**src/rtl/combo_lock_if.sv**
```systemverilog
// combo_lock_if: button pulses in, lock status out, between debouncer front-end and lock FSM.
interface combo_lock_if #(
   parameter int NUM_BTN = 4,
   parameter int DCW     = 3,
   parameter int FW      = 2
);
   logic [NUM_BTN-1:0] btn_pulse;
   logic               unlocked;
   logic               alarm;
   logic [DCW-1:0]     digit_cnt;
   logic [FW-1:0]      fail_cnt;
   logic [2:0]         state;
   modport master (output btn_pulse, input unlocked, alarm, digit_cnt, fail_cnt, state);
   modport slave  (input btn_pulse, output unlocked, alarm, digit_cnt, fail_cnt, state);
endinterface

```
**src/rtl/combo_lock_fsm.sv**
```systemverilog
// combo_lock_fsm: combination lock with failed-attempt lockout and inactivity timeout.
// Define COMBO_PROGRAM_EN to let digits entered while open reprogram the stored code.
module combo_lock_fsm #(
   parameter int                             NUM_BTN      = 4,
   parameter int                             DIGIT_W      = $clog2(NUM_BTN),
   parameter int                             CODE_LEN     = 4,
   parameter logic [CODE_LEN*DIGIT_W-1:0]    DEFAULT_CODE = 8'h1B,
   parameter int                             MAX_FAIL     = 3,
   parameter int                             TIMEOUT_CYC  = 1_000_000_000,
   parameter int                             LOCKOUT_CYC  = 500_000_000
) (
   input logic         clk_i,
   input logic         rst_ni,
   combo_lock_if.slave bus
);
   localparam int CW   = CODE_LEN*DIGIT_W;
   localparam int DCW  = $clog2(CODE_LEN+1);
   localparam int FW   = $clog2(MAX_FAIL+1);
   localparam int MAXC = TIMEOUT_CYC > LOCKOUT_CYC ? TIMEOUT_CYC : LOCKOUT_CYC;
   localparam int TW   = $clog2(MAXC);

   typedef enum logic [2:0] {IDLE = 3'd0, ENTRY = 3'd1, CHECK = 3'd2, OPEN = 3'd3, LOCKOUT = 3'd4} state_t;

   state_t         state_q, state_d;
   logic [CW-1:0]  entry_q, entry_d, code;
   logic [DCW-1:0] cnt_q, cnt_d;
   logic [FW-1:0]  fail_q, fail_d;
   logic [TW-1:0]  timer_q, timer_d;
   logic           unlocked_q, alarm_q;
   logic           press;
   logic [DIGIT_W-1:0] digit;
   logic [CW-1:0]  shifted;
   logic           to_hit, lo_hit;

`ifdef COMBO_PROGRAM_EN
   logic [CW-1:0] code_q, code_d;
   assign code = code_q;
`else
   assign code = DEFAULT_CODE;
`endif

   // only a strictly one-hot pulse vector is a press
   assign press   = (bus.btn_pulse != '0) && ((bus.btn_pulse & (bus.btn_pulse - NUM_BTN'(1))) == '0);
   assign shifted = (entry_q << DIGIT_W) | CW'(digit);
   assign to_hit  = timer_q == TW'(TIMEOUT_CYC-1);
   assign lo_hit  = timer_q == TW'(LOCKOUT_CYC-1);

   always_comb begin
      digit = '0;
      for (int i = 0; i < NUM_BTN; i++)
         if (bus.btn_pulse[i]) digit = DIGIT_W'(i);
   end

   always_comb begin
      state_d = state_q;
      entry_d = entry_q;
      cnt_d   = cnt_q;
      fail_d  = fail_q;
      timer_d = timer_q + TW'(1);
`ifdef COMBO_PROGRAM_EN
      code_d  = code_q;
`endif
      case (state_q)
         IDLE, ENTRY: begin
            if (press) begin
               entry_d = shifted;
               cnt_d   = cnt_q + DCW'(1);
               timer_d = '0;
               state_d = cnt_d == DCW'(CODE_LEN) ? CHECK : ENTRY;
            end else if (state_q == IDLE || to_hit) begin
               state_d = IDLE;
               entry_d = '0;
               cnt_d   = '0;
               timer_d = '0;
            end
         end
         CHECK: begin
            entry_d = '0;
            cnt_d   = '0;
            timer_d = '0;
            if (entry_q == code) begin
               state_d = OPEN;
               fail_d  = '0;
            end else begin
               fail_d  = fail_q == FW'(MAX_FAIL) ? fail_q : fail_q + FW'(1);
               state_d = fail_d == FW'(MAX_FAIL) ? LOCKOUT : IDLE;
            end
         end
         OPEN: begin
`ifdef COMBO_PROGRAM_EN
            if (press) begin
               entry_d = shifted;
               cnt_d   = cnt_q + DCW'(1);
               timer_d = '0;
               if (cnt_d == DCW'(CODE_LEN)) begin
                  code_d  = shifted;
                  entry_d = '0;
                  cnt_d   = '0;
                  state_d = IDLE;
               end
            end else if (to_hit) begin
               entry_d = '0;
               cnt_d   = '0;
               timer_d = '0;
               state_d = IDLE;
            end
`else
            if (press || to_hit) begin
               timer_d = '0;
               state_d = IDLE;
            end
`endif
         end
         LOCKOUT: begin
            if (lo_hit) begin
               timer_d = '0;
               fail_d  = '0;
               state_d = IDLE;
            end
         end
         default: begin
            state_d = IDLE;
            entry_d = '0;
            cnt_d   = '0;
            timer_d = '0;
         end
      endcase
   end

   always_ff @(posedge clk_i) begin
      if (!rst_ni) begin
         state_q    <= IDLE;
         entry_q    <= '0;
         cnt_q      <= '0;
         fail_q     <= '0;
         timer_q    <= '0;
         unlocked_q <= 1'b0;
         alarm_q    <= 1'b0;
`ifdef COMBO_PROGRAM_EN
         code_q     <= DEFAULT_CODE;
`endif
      end else begin
         state_q    <= state_d;
         entry_q    <= entry_d;
         cnt_q      <= cnt_d;
         fail_q     <= fail_d;
         timer_q    <= timer_d;
         unlocked_q <= state_d == OPEN;
         alarm_q    <= state_d == LOCKOUT;
`ifdef COMBO_PROGRAM_EN
         code_q     <= code_d;
`endif
      end
   end

   assign bus.unlocked  = unlocked_q;
   assign bus.alarm     = alarm_q;
   assign bus.digit_cnt = cnt_q;
   assign bus.fail_cnt  = fail_q;
   assign bus.state     = state_q;
endmodule

```
**src/flat_wrapper.sv**
```systemverilog
// flat-port wrapper written by rule: the top's interface ports become plain ports
module combo_lock_fsm_flat 
#(
   parameter int                             NUM_BTN      = 4,
   parameter int                             DIGIT_W      = $clog2(NUM_BTN),
   parameter int                             CODE_LEN     = 4,
   parameter logic [CODE_LEN*DIGIT_W-1:0]    DEFAULT_CODE = 8'h1B,
   parameter int                             MAX_FAIL     = 3,
   parameter int                             TIMEOUT_CYC  = 1_000_000_000,
   parameter int                             LOCKOUT_CYC  = 500_000_000
)
  (clk_i, rst_ni, bus_btn_pulse, bus_unlocked, bus_alarm, bus_digit_cnt, bus_fail_cnt, bus_state);
  combo_lock_if #(.NUM_BTN(NUM_BTN)) bus_i ();
  input logic clk_i;
  input logic rst_ni;
  input wire logic [$bits(bus_i.btn_pulse)-1:0] bus_btn_pulse;
  output wire logic [$bits(bus_i.unlocked)-1:0] bus_unlocked;
  output wire logic [$bits(bus_i.alarm)-1:0] bus_alarm;
  output wire logic [$bits(bus_i.digit_cnt)-1:0] bus_digit_cnt;
  output wire logic [$bits(bus_i.fail_cnt)-1:0] bus_fail_cnt;
  output wire logic [$bits(bus_i.state)-1:0] bus_state;
  assign bus_i.btn_pulse = bus_btn_pulse;
  assign bus_unlocked = bus_i.unlocked;
  assign bus_alarm = bus_i.alarm;
  assign bus_digit_cnt = bus_i.digit_cnt;
  assign bus_fail_cnt = bus_i.fail_cnt;
  assign bus_state = bus_i.state;
  combo_lock_fsm #(.NUM_BTN(NUM_BTN), .DIGIT_W(DIGIT_W), .CODE_LEN(CODE_LEN), .DEFAULT_CODE(DEFAULT_CODE), .MAX_FAIL(MAX_FAIL), .TIMEOUT_CYC(TIMEOUT_CYC), .LOCKOUT_CYC(LOCKOUT_CYC)) u_core (.clk_i(clk_i), .rst_ni(rst_ni), .bus(bus_i));
endmodule
```
**config.mk**
```make
export PLATFORM = sky130hd
export DESIGN_NAME = combo_lock_fsm_flat
export DESIGN_NICKNAME = d
export VERILOG_FILES = /design/src/rtl/combo_lock_if.sv /design/src/rtl/combo_lock_fsm.sv /design/src/flat_wrapper.sv
export SDC_FILE = /design/constraint.sdc
export NUM_CORES = 1
export LEC_CHECK = 0
export CAP_MARGIN = 40
export CORE_ASPECT_RATIO = 1.5
export CORE_MARGIN = 1.5
export CORE_UTILIZATION = 53
export CTS_CLUSTER_SIZE = 30
export DETAILED_ROUTE_END_ITERATION = 10
export GPL_ROUTABILITY_DRIVEN = 0
export HOLD_SLACK_MARGIN = 0.03
export PLACE_DENSITY = 0.8
export SLEW_MARGIN = 20
export SYNTH_ARGS = -nofsm -noshare
export SYNTH_HDL_FRONTEND = slang
export SYNTH_SLANG_ARGS = --single-unit
```
**constraint.sdc**
```tcl
create_clock -name clk_i -period 1.9 [get_ports clk_i]
set_clock_uncertainty 0.05 [all_clocks]
set_input_delay 0.38 -clock clk_i [delete_from_list [all_inputs] [get_ports clk_i]]
set_output_delay 0.38 -clock clk_i [all_outputs]
set_load 0.03 [all_outputs]
```
# ---- Yosys cells after proc, flatten, opt, wreduce, memory -nomap -nowiden
# Index checks and enable logic that the tools add are counted.
dict set report word_totals {
  latch_bits 0
  mem_bits_ro 0
  in_bits 6
  ram_bits 0
  reg_bits 48
  mem_count 0
  output_inout_bits 10
}
dict set report op_classes {
  n_mux 26
  add_sub_neg 4
  n_reduce_logical 11
  bitwise 3
  mul 0
  div 0
  order_cmp 0
  shift 0
  eq_ne 14
}
# op count
set ops {}
lappend ops {{$mux W30} 4}
lappend ops {{$pmux W30 S3} 1}
lappend ops {{$add A30 B1 Y30 const B} 1}
lappend ops {{$eq A30 B29 Y1 const B} 1}
lappend ops {{$eq A30 B30 Y1 const B} 1}
lappend ops {{$mux W3} 8}
lappend ops {{$mux W8} 2}
lappend ops {{$pmux W8 S2} 1}
lappend ops {{$mux W2} 6}
lappend ops {{$pmux W3 S4} 1}
lappend ops {{$eq A3 B2 Y1 const B} 3}
lappend ops {{$eq A3 B3 Y1 const B} 3}
lappend ops {{$eq A8 B5 Y1 const B} 1}
lappend ops {{$or A8 B2 Y8} 1}
lappend ops {{$pmux W3 S2} 1}
lappend ops {{$and A4 B4 Y4} 1}
lappend ops {{$eq A2 B2 Y1 const B} 2}
lappend ops {{$logic_not A4 Y1} 1}
lappend ops {{$pmux W2 S2} 1}
lappend ops {{$reduce_and A2 Y1} 2}
lappend ops {{$reduce_bool A4 Y1} 1}
lappend ops {{$reduce_or A2 Y1} 2}
lappend ops {{$sub A4 B1 Y4 const B} 1}
lappend ops {{$add A3 B1 Y3 const B} 1}
lappend ops {{other kinds (10)} 11}

# ---- Longest topological paths before layout
# Gate-level depths: netlist of run 1.
dict set report depth {
  word_depth 8
  mapped_depth 8
  mapped_depth_nobuf 6
}

# ---- Worst setup path before layout of run 1
# No wires, ideal clock.
dict set report synth_timing {
  kind {reg2reg}
  startpoint {register u_core.timer_q[8]}
  endpoint {register u_core.timer_q[10]}
  setup_ns 0.147
  arrival_time_ns 1.802
  required_time_ns 1.703
  stages_incl_launch_ff 8
  path_slack_ns -0.098
  path_cell_list {dfxtp_1 buf_6 or4b_1 nor4_2 nor4b_4 or2b_4 buf_12 a211oi_2}
}
dict set report synth_between {
  elab_chain_len 5
  elab_cells_between_ends 10
  classes_between {add/sub (1); eq/ne (2); mux (5); reduce/logical (2)}
}
# item line_no
set synth_rtl {}
lappend synth_rtl {{start: declaration} combo_lock_fsm.sv:28} ;# logic [TW-1:0] timer_q, timer_d;
lappend synth_rtl {{start signal: assignment} combo_lock_fsm.sv:147} ;# timer_q <= timer_d;
lappend synth_rtl {{parallel branches: the longest is 4 deep, another holds $add A30 B1 Y30} --}
lappend synth_rtl {{$pmux W30 S3 *} combo_lock_fsm.sv:63} ;# case (state_q)
# Mark *: on every way between the ends.
# A chain may end at the register's enable or synchronous reset.

# ---- Worst setup path after layout of run 1
dict set report layout_timing {
  startpoint {register u_core.timer_q[20]}
  endpoint {register u_core.timer_q[20]}
}
# The elaborated chain is that of the path after synthesis.

==> results of run 1 <==
-- layer usage --
| metal | vias up | GRT usage (%) | routed length (um) |
|---|---|---|---|
| li1 | 1097 | - | - |
| met1 | 1151 | 26.69 | 2786 |
| met2 | 89 | 43.89 | 3902 |
| met3 | 30 | 4.197 | 319 |
| met4 | 0 | 9.486 | 315 |
| met5 | - | 0 | 0 |
-- worst max-delay path: stages (launching register included) --
cell,delay [ns]
dfxtp_2,0.34
or4b_4,0.55
nor4_4,0.15
nor4b_4,0.26
or2b_4,0.24
buf_12,0.17
a211oi_2,0.08
-- flip-flops by register name (all words and copies together), names as in the netlist --
name / cells
u_core.timer_q: 30
u_core.entry_q: 8
u_core.bus.fail_cnt: 2
u_core.bus.digit_cnt: 3
u_core.bus.state: 3
u_core.bus.alarm: 1
u_core.bus.unlocked: 1
-- cell families after synthesis --
logic type               synth area share (%)
flip-flops                              36.45
AO/OA/AOI/OAI                           23.40
multiplexers                           0.8068
XOR/XNOR                                9.967
AND/OR/NAND/NOR                         21.55
buffers and inverters                   6.407
adder cells (fa/ha/maj)                 1.424
-- final timing paths --
check | start | cells after the start | end | slack, ns
hold reg to reg | u_core.entry_q[6]$_SDFFE_PN0P_ | 1 | u_core.entry_q[6]$_SDFFE_PN0P_ | 0.43
hold / removal | u_core.entry_q[6]$_SDFFE_PN0P_ | 1 | u_core.entry_q[6]$_SDFFE_PN0P_ | 0.43
setup reg to reg | u_core.timer_q[20]$_SDFF_PN0_ | 6 | u_core.timer_q[20]$_SDFF_PN0_ | -0.07
setup / recovery | u_core.timer_q[20]$_SDFF_PN0_ | 6 | u_core.timer_q[20]$_SDFF_PN0_ | -0.07
-- report_power, final --
part	total (W)	switching [W]	leakage, nW	internal [W]
clock network	0.000649	0.000354	0.0434	0.000295
logic	0.000224	0.000124	0.790	0.000101
registers	0.00103	0.0000141	0.394	0.00102
total	0.00190	0.000492	1.23	0.00141
-- layout make-up --
type                       instances  share of cell area [%]
sequential                        48                   27.48
tap                               66                   2.319
clock buffer                       6                   2.319
clock inverter                     2                  0.4216
multi-input combinational        184                   47.12
inverter                          12                   1.265
timing repair buffer              72                   19.08
-- cells in the final DEF (no fill, tap or decap), types with 3 or more instances in the layout --
master / netlist / layout
a211oi_1: 3 / 3
a211oi_2: 29 / 29
a21oi_1: 6 / 4
a22o_1: 9 / 9
buf_12: 3 / 5
buf_4: 1 / 49
clkbuf_8: 0 / 6
clkdlybuf4s50_1: 0 / 9
dfxtp_1: 48 / 36
dfxtp_2: 0 / 11
dlygate4sd2_1: 0 / 4
inv_1: 11 / 11
nand2_1: 10 / 10
nand2b_1: 4 / 4
nand3_1: 15 / 11
nand3_2: 0 / 4
nand4_1: 8 / 8
nor2_1: 11 / 11
nor3_1: 8 / 6
nor3_2: 2 / 3
nor4_2: 5 / 4
nor4_4: 0 / 3
or4_4: 0 / 3
xnor2_1: 24 / 24
xor2_1: 6 / 6
-- stage by stage --
stage	total power [W]	utilization [%]	hold slack [ns]	setup WS [ns]	TNS, ns
5_1_grt	0.001970	74.04	0.4510	-0.1472	-2.720
2_1_floorplan	0.001165	-	0.3925	0.01377	0
3_3_place_gp	0.001244	66.75	0.4121	-0.3530	-14.04
4_1_cts	0.001882	69.69	0.4359	-0.02052	-0.2053
6_report	0.001904	74.04	0.4323	-0.06815	-1.150
3_5_place_dp	0.001249	66.75	0.4128	-0.4273	-16.61
-- timing repair --
| item | 4_1_cts | 5_1_grt |
|---|---|---|
| setup endpoints to repair | 48 | 48 |
| resized for setup | 13 | 36 |
| cloned | 0 | 2 |
| setup buffers | 1 | 3 |
| pin swaps | 3 | 12 |
==> impl_metrics.toml, run 1 <==
[outcome]
outcome = "finished with violations"
violations = "setup timing"

[place]
io_buffers = 15
dpl.cell_count = 377
dp_hpwl_um = 4344
place_area_um2 = 3211

[clock_tree]
cts_buffer_depth = 2
cts_root_buf = "clkbuf_8"
clock_sinks = 48
clk_latency_ns = 0.31
cts_tree = "yes"
cts_made_buffers = 5
cts_hold_buf = 0
htreeDepth = 2
clkSlewWorstSetupHoldPaths_ns = 0.09

[worst_setup_path]
cp_max_fo = 12
critPathLaunchType = "flop"
worstSetupPathType = "flop to flop"
cp-end-kind = "flop"
critPathArrivalTime_ns = 2.10
cp.required_ns = 2.03

[detailed_routing]
wl_per_cell_um = 18.78
vias = 2367
dr.pass1.iters = 4
via_per_inst = 6.069
totalWireLength_um = 7323
drt_iter0_drc = 167
drcViolationCount = 0
ant_nets = 0

[synth]
ys.flop_type = "dfxtp_1"
synth_area_leaders = "dfxtp_1, a211oi_2, xnor2_1"
synthTopCellsByCount = "dfxtp_1, a211oi_2, xnor2_1, nand3_1"
synth.distinct_cells = 54
synth_edf_count = 0
yosys.cell_count.top_type = "dfxtp_1"
syn_area_per_cell_um2 = 10.18
yosysTopAreaCellShare_pct = 36.45
syn_inst = 259
synth_area_um2 = 2636
ys_async_sr_fraction_pct = 0
syn_nets = 268
synth_seq_area_share_pct = 36.45
synth-seq-cells = 48
yosys_warnings = 0
yosysTopAreaCell = "dfxtp_1"

[timing]
post-route-period-util_pct = 103.6
maxSlewViolCount = 0
rsz0062_at_grt = "true"
fmaxAchievable_mhz = 508.1
worst_pin_slew_ns = 0.3349
slew_headroom_pct = 77.65
finalHoldViolations = 0
setup_viol = 28
post-route-min-period_ns = 1.968
setup_slack_ns = -0.06815

[power]
peakVddDrop_mv = 0.3108
p_leak_nw = 1.228
powerDensity_nw_per_um2 = 534.8

[floorplan]
dieWidth_um = 60.59
core_area_um2 = 4810
die_h_um = 89.38
io_pins = 16
fp-row-count = 31
die-area_um2 = 5415
initial_core_util_pct = 54.81

[global_route]
grt_pass1_wl_um = 9887
grt_start_max_net_pins = 31
overflow = 0
grtUsageTotal_pct = 24.00
first_global_vias = 2187
antenna_found_initial = 0

[finish]
insertedDiodeCount = 0
multiInputGateArea_um2 = 1678
seqCellArea_um2 = 978.4
syn_to_final_growth_pct = 35.07
design_area_um2 = 3561
layout.nets = 332
fin_cells = 390
fillers = 331
layout-drive-gt1-share_pct = 43.83

[hold_path]
min_path_type = "flop to flop"

[run]
drv_cap = 0
(Power assumes the default switching activity.)
==> inputs of run 2 (changes only) <==
--- a/config.mk
+++ b/config.mk
@@ -8,12 +8,12 @@
 export CAP_MARGIN = 40
 export CORE_ASPECT_RATIO = 1.5
 export CORE_MARGIN = 1.5
-export CORE_UTILIZATION = 53
+export CORE_UTILIZATION = 63
 export CTS_CLUSTER_SIZE = 30
 export DETAILED_ROUTE_END_ITERATION = 10
 export GPL_ROUTABILITY_DRIVEN = 0
 export HOLD_SLACK_MARGIN = 0.03
-export PLACE_DENSITY = 0.8
+export PLACE_DENSITY = 0.89
 export SLEW_MARGIN = 20
 export SYNTH_ARGS = -nofsm -noshare
 export SYNTH_HDL_FRONTEND = slang
==> constraint.sdc (replaced) <==
create_clock -name clk_i -period 2.4 [get_ports clk_i]
set_clock_uncertainty 0.05 [all_clocks]
set_input_delay 0.48 -clock clk_i [delete_from_list [all_inputs] [get_ports clk_i]]
set_output_delay 0.48 -clock clk_i [all_outputs]
set_load 0.03 [all_outputs]
==> impl_metrics.toml, run 2 (synthesis results as in run 1) <==
[power]
peakVddDrop_mv = 0.5780
powerDensity_nw_per_um2 = 527.1
p_total_w = 0.001553
p_leak_nw = 0.8580

[finish]
utilization_pct = 73.78
syn_to_final_growth_pct = 11.77
top_register = "u_core.timer_q"
layout.nets = 286
largest_register_ffs = 30
final_common_cell = "dfxtp_1"
insertedDiodeCount = 0
layout_common_cells = "dfxtp_1, a211oi_2, xnor2_1"
layout-drive-gt1-share_pct = 22.30
reg.largest.list = "u_core.timer_q: 30 flops, u_core.entry_q: 8 flops"
design_area_um2 = 2947

[worst_setup_path]
critPathLaunch = "u_core.timer_q[0]$_SDFF_PN0_"
cp_max_fo = 32
path_buf_inv = 1
worst_r2r_endpoint = "u_core.timer_q[25]$_SDFF_PN0_"
worst_path_max_delay_cell = "dfxtp_1"
critical-path-top-delay-family = "simple AND/OR/NAND/NOR gates"
path_depth = 7
cp-end-kind = "flop"
crit_path_end = "u_core.timer_q[25]$_SDFF_PN0_"
cp.required_ns = 2.54
worstSetupPathType = "flop to flop"
critPathArrivalTime_ns = 2.35
path_cells = "ha_1 -> and3_1 -> nand3_1 -> nor4b_4 -> or2b_4 -> buf_12 -> a211oi_1"
reg2regPathDepth = 7
critPathLaunchType = "flop"
timing.rr.start = "u_core.timer_q[0]$_SDFF_PN0_"
r2r_slack_ns = 0.19
critPathMaxStageDelay_ns = 0.40

[clock_tree]
htreeDepth = 2
cts_setup_buffers = 0
cts_tree = "yes"
cts_root_buf = "clkbuf_8"
cts_buffer_depth = 2
clock_sinks = 48
cts_hold_buf = 0
clkSlewWorstSetupHoldPaths_ns = 0.09
clk_latency_ns = 0.31
ctsResizeCount = 0
cts_made_buffers = 5

[detailed_routing]
wl_per_cell_um = 16.91
totalWireLength_um = 5463
drcViolationCount = 0
dr.pass1.iters = 4
via_per_inst = 6.480
vias = 2093
drt_iter0_drc = 81
ant_nets = 0

[timing]
worst_pin_slew_ns = 0.4476
fmaxAchievable_mhz = 452.1
maxSlewViolCount = 0
rsz0062_at_grt = "false"
post-route-min-period_ns = 2.212
finalHoldViolations = 0
post-route-period-util_pct = 92.16
setup_viol = 0
slew_headroom_pct = 70.10

[place]
io_buffers = 15
dp_hpwl_um = 3633
place_area_um2 = 2831

[global_route]
first_global_vias = 1981
antenna_found_initial = 0
grtUsageTotal_pct = 24.97
grt_pass1_wl_um = 9025
overflow = 0
grt_start_max_net_pins = 33

[floorplan]
dieWidth_um = 55.82
die-area_um2 = 4589
initial_core_util_pct = 66.01
io_pins = 16
fp-row-count = 28
core_area_um2 = 3994
die_h_um = 82.23

[hold_path]
min_path_type = "flop to flop"
hold_start = "u_core.timer_q[0]$_SDFF_PN0_"

[outcome]
outcome = "finished, final reports clean"

[run]
drv_cap = 0
[run 2: cell types whose count changed in the layout (fill, tap and decap cells not counted), sizes merged]
cell           change
dlygate4sd2        -4
clkbuf             -3
buf               -44
bufinv             +1
clkdlybuf4s50      +6
inv                +1
dlymetal6s2s       -2
clkinvlp           -1
[run 2: layer usage]
layer / routed length (um) / up-vias / GRT usage, % / share of wire (%)
li1: - / 1003 / - / -
met1: 2219 / 1004 / 27.27 / 41
met2: 2876 / 72 / 45.95 / 53
met3: 223 / 14 / 5.452 / 4.1
met4: 144 / 0 / 12.14 / 2.6
met5: 0 / - / 0 / 0
[run 2: final cells by class]
class                   count  area [um2]
clock buffers               5       68.82
clock inverters             3       46.29
fillers                   274        1047
inverters                  12       45.04
multi-input cells         184        1511
flip-flops and latches     48       960.9
well taps                  45       56.30
repair buffers             26       257.7
[run 2: how the worst min path moves through the flow]
stage	endpoint	slack, ns	cells past startpoint
after CTS	u_core.entry_q[6]$_SDFFE_PN0P_	0.44	1
after global routing	u_core.entry_q[6]$_SDFFE_PN0P_	0.45	1
final	u_core.timer_q[0]$_SDFF_PN0_	0.44	1
after global placement	u_core.entry_q[7]$_SDFFE_PN0P_	0.41	1
after detailed placement	u_core.entry_q[6]$_SDFFE_PN0P_	0.41	1
after floorplan	u_core.entry_q[7]$_SDFFE_PN0P_	0.39	1
[run 2: power breakdown]
part | total (W) | internal (W) | switching, W | leakage [nW]
clock network | 0.000601 | 0.000314 | 0.000288 | 0.0548
registers | 0.000817 | 0.000806 | 0.0000107 | 0.388
logic | 0.000135 | 0.0000545 | 0.0000802 | 0.416
total | 0.00155 | 0.00117 | 0.000378 | 0.858
[run 2: through the flow]
step                setup TNS, ns  instances  worst slack (ns)  hold WS [ns]
global placement                0        315           0.01182        0.4071
finish                          0        323            0.1882        0.4400
detailed placement        -0.7326        315          -0.05503        0.4149
CTS                             0        323            0.1732        0.4418
global route                    0        323          0.007342        0.4540
floorplan                       0        259            0.4017        0.3925
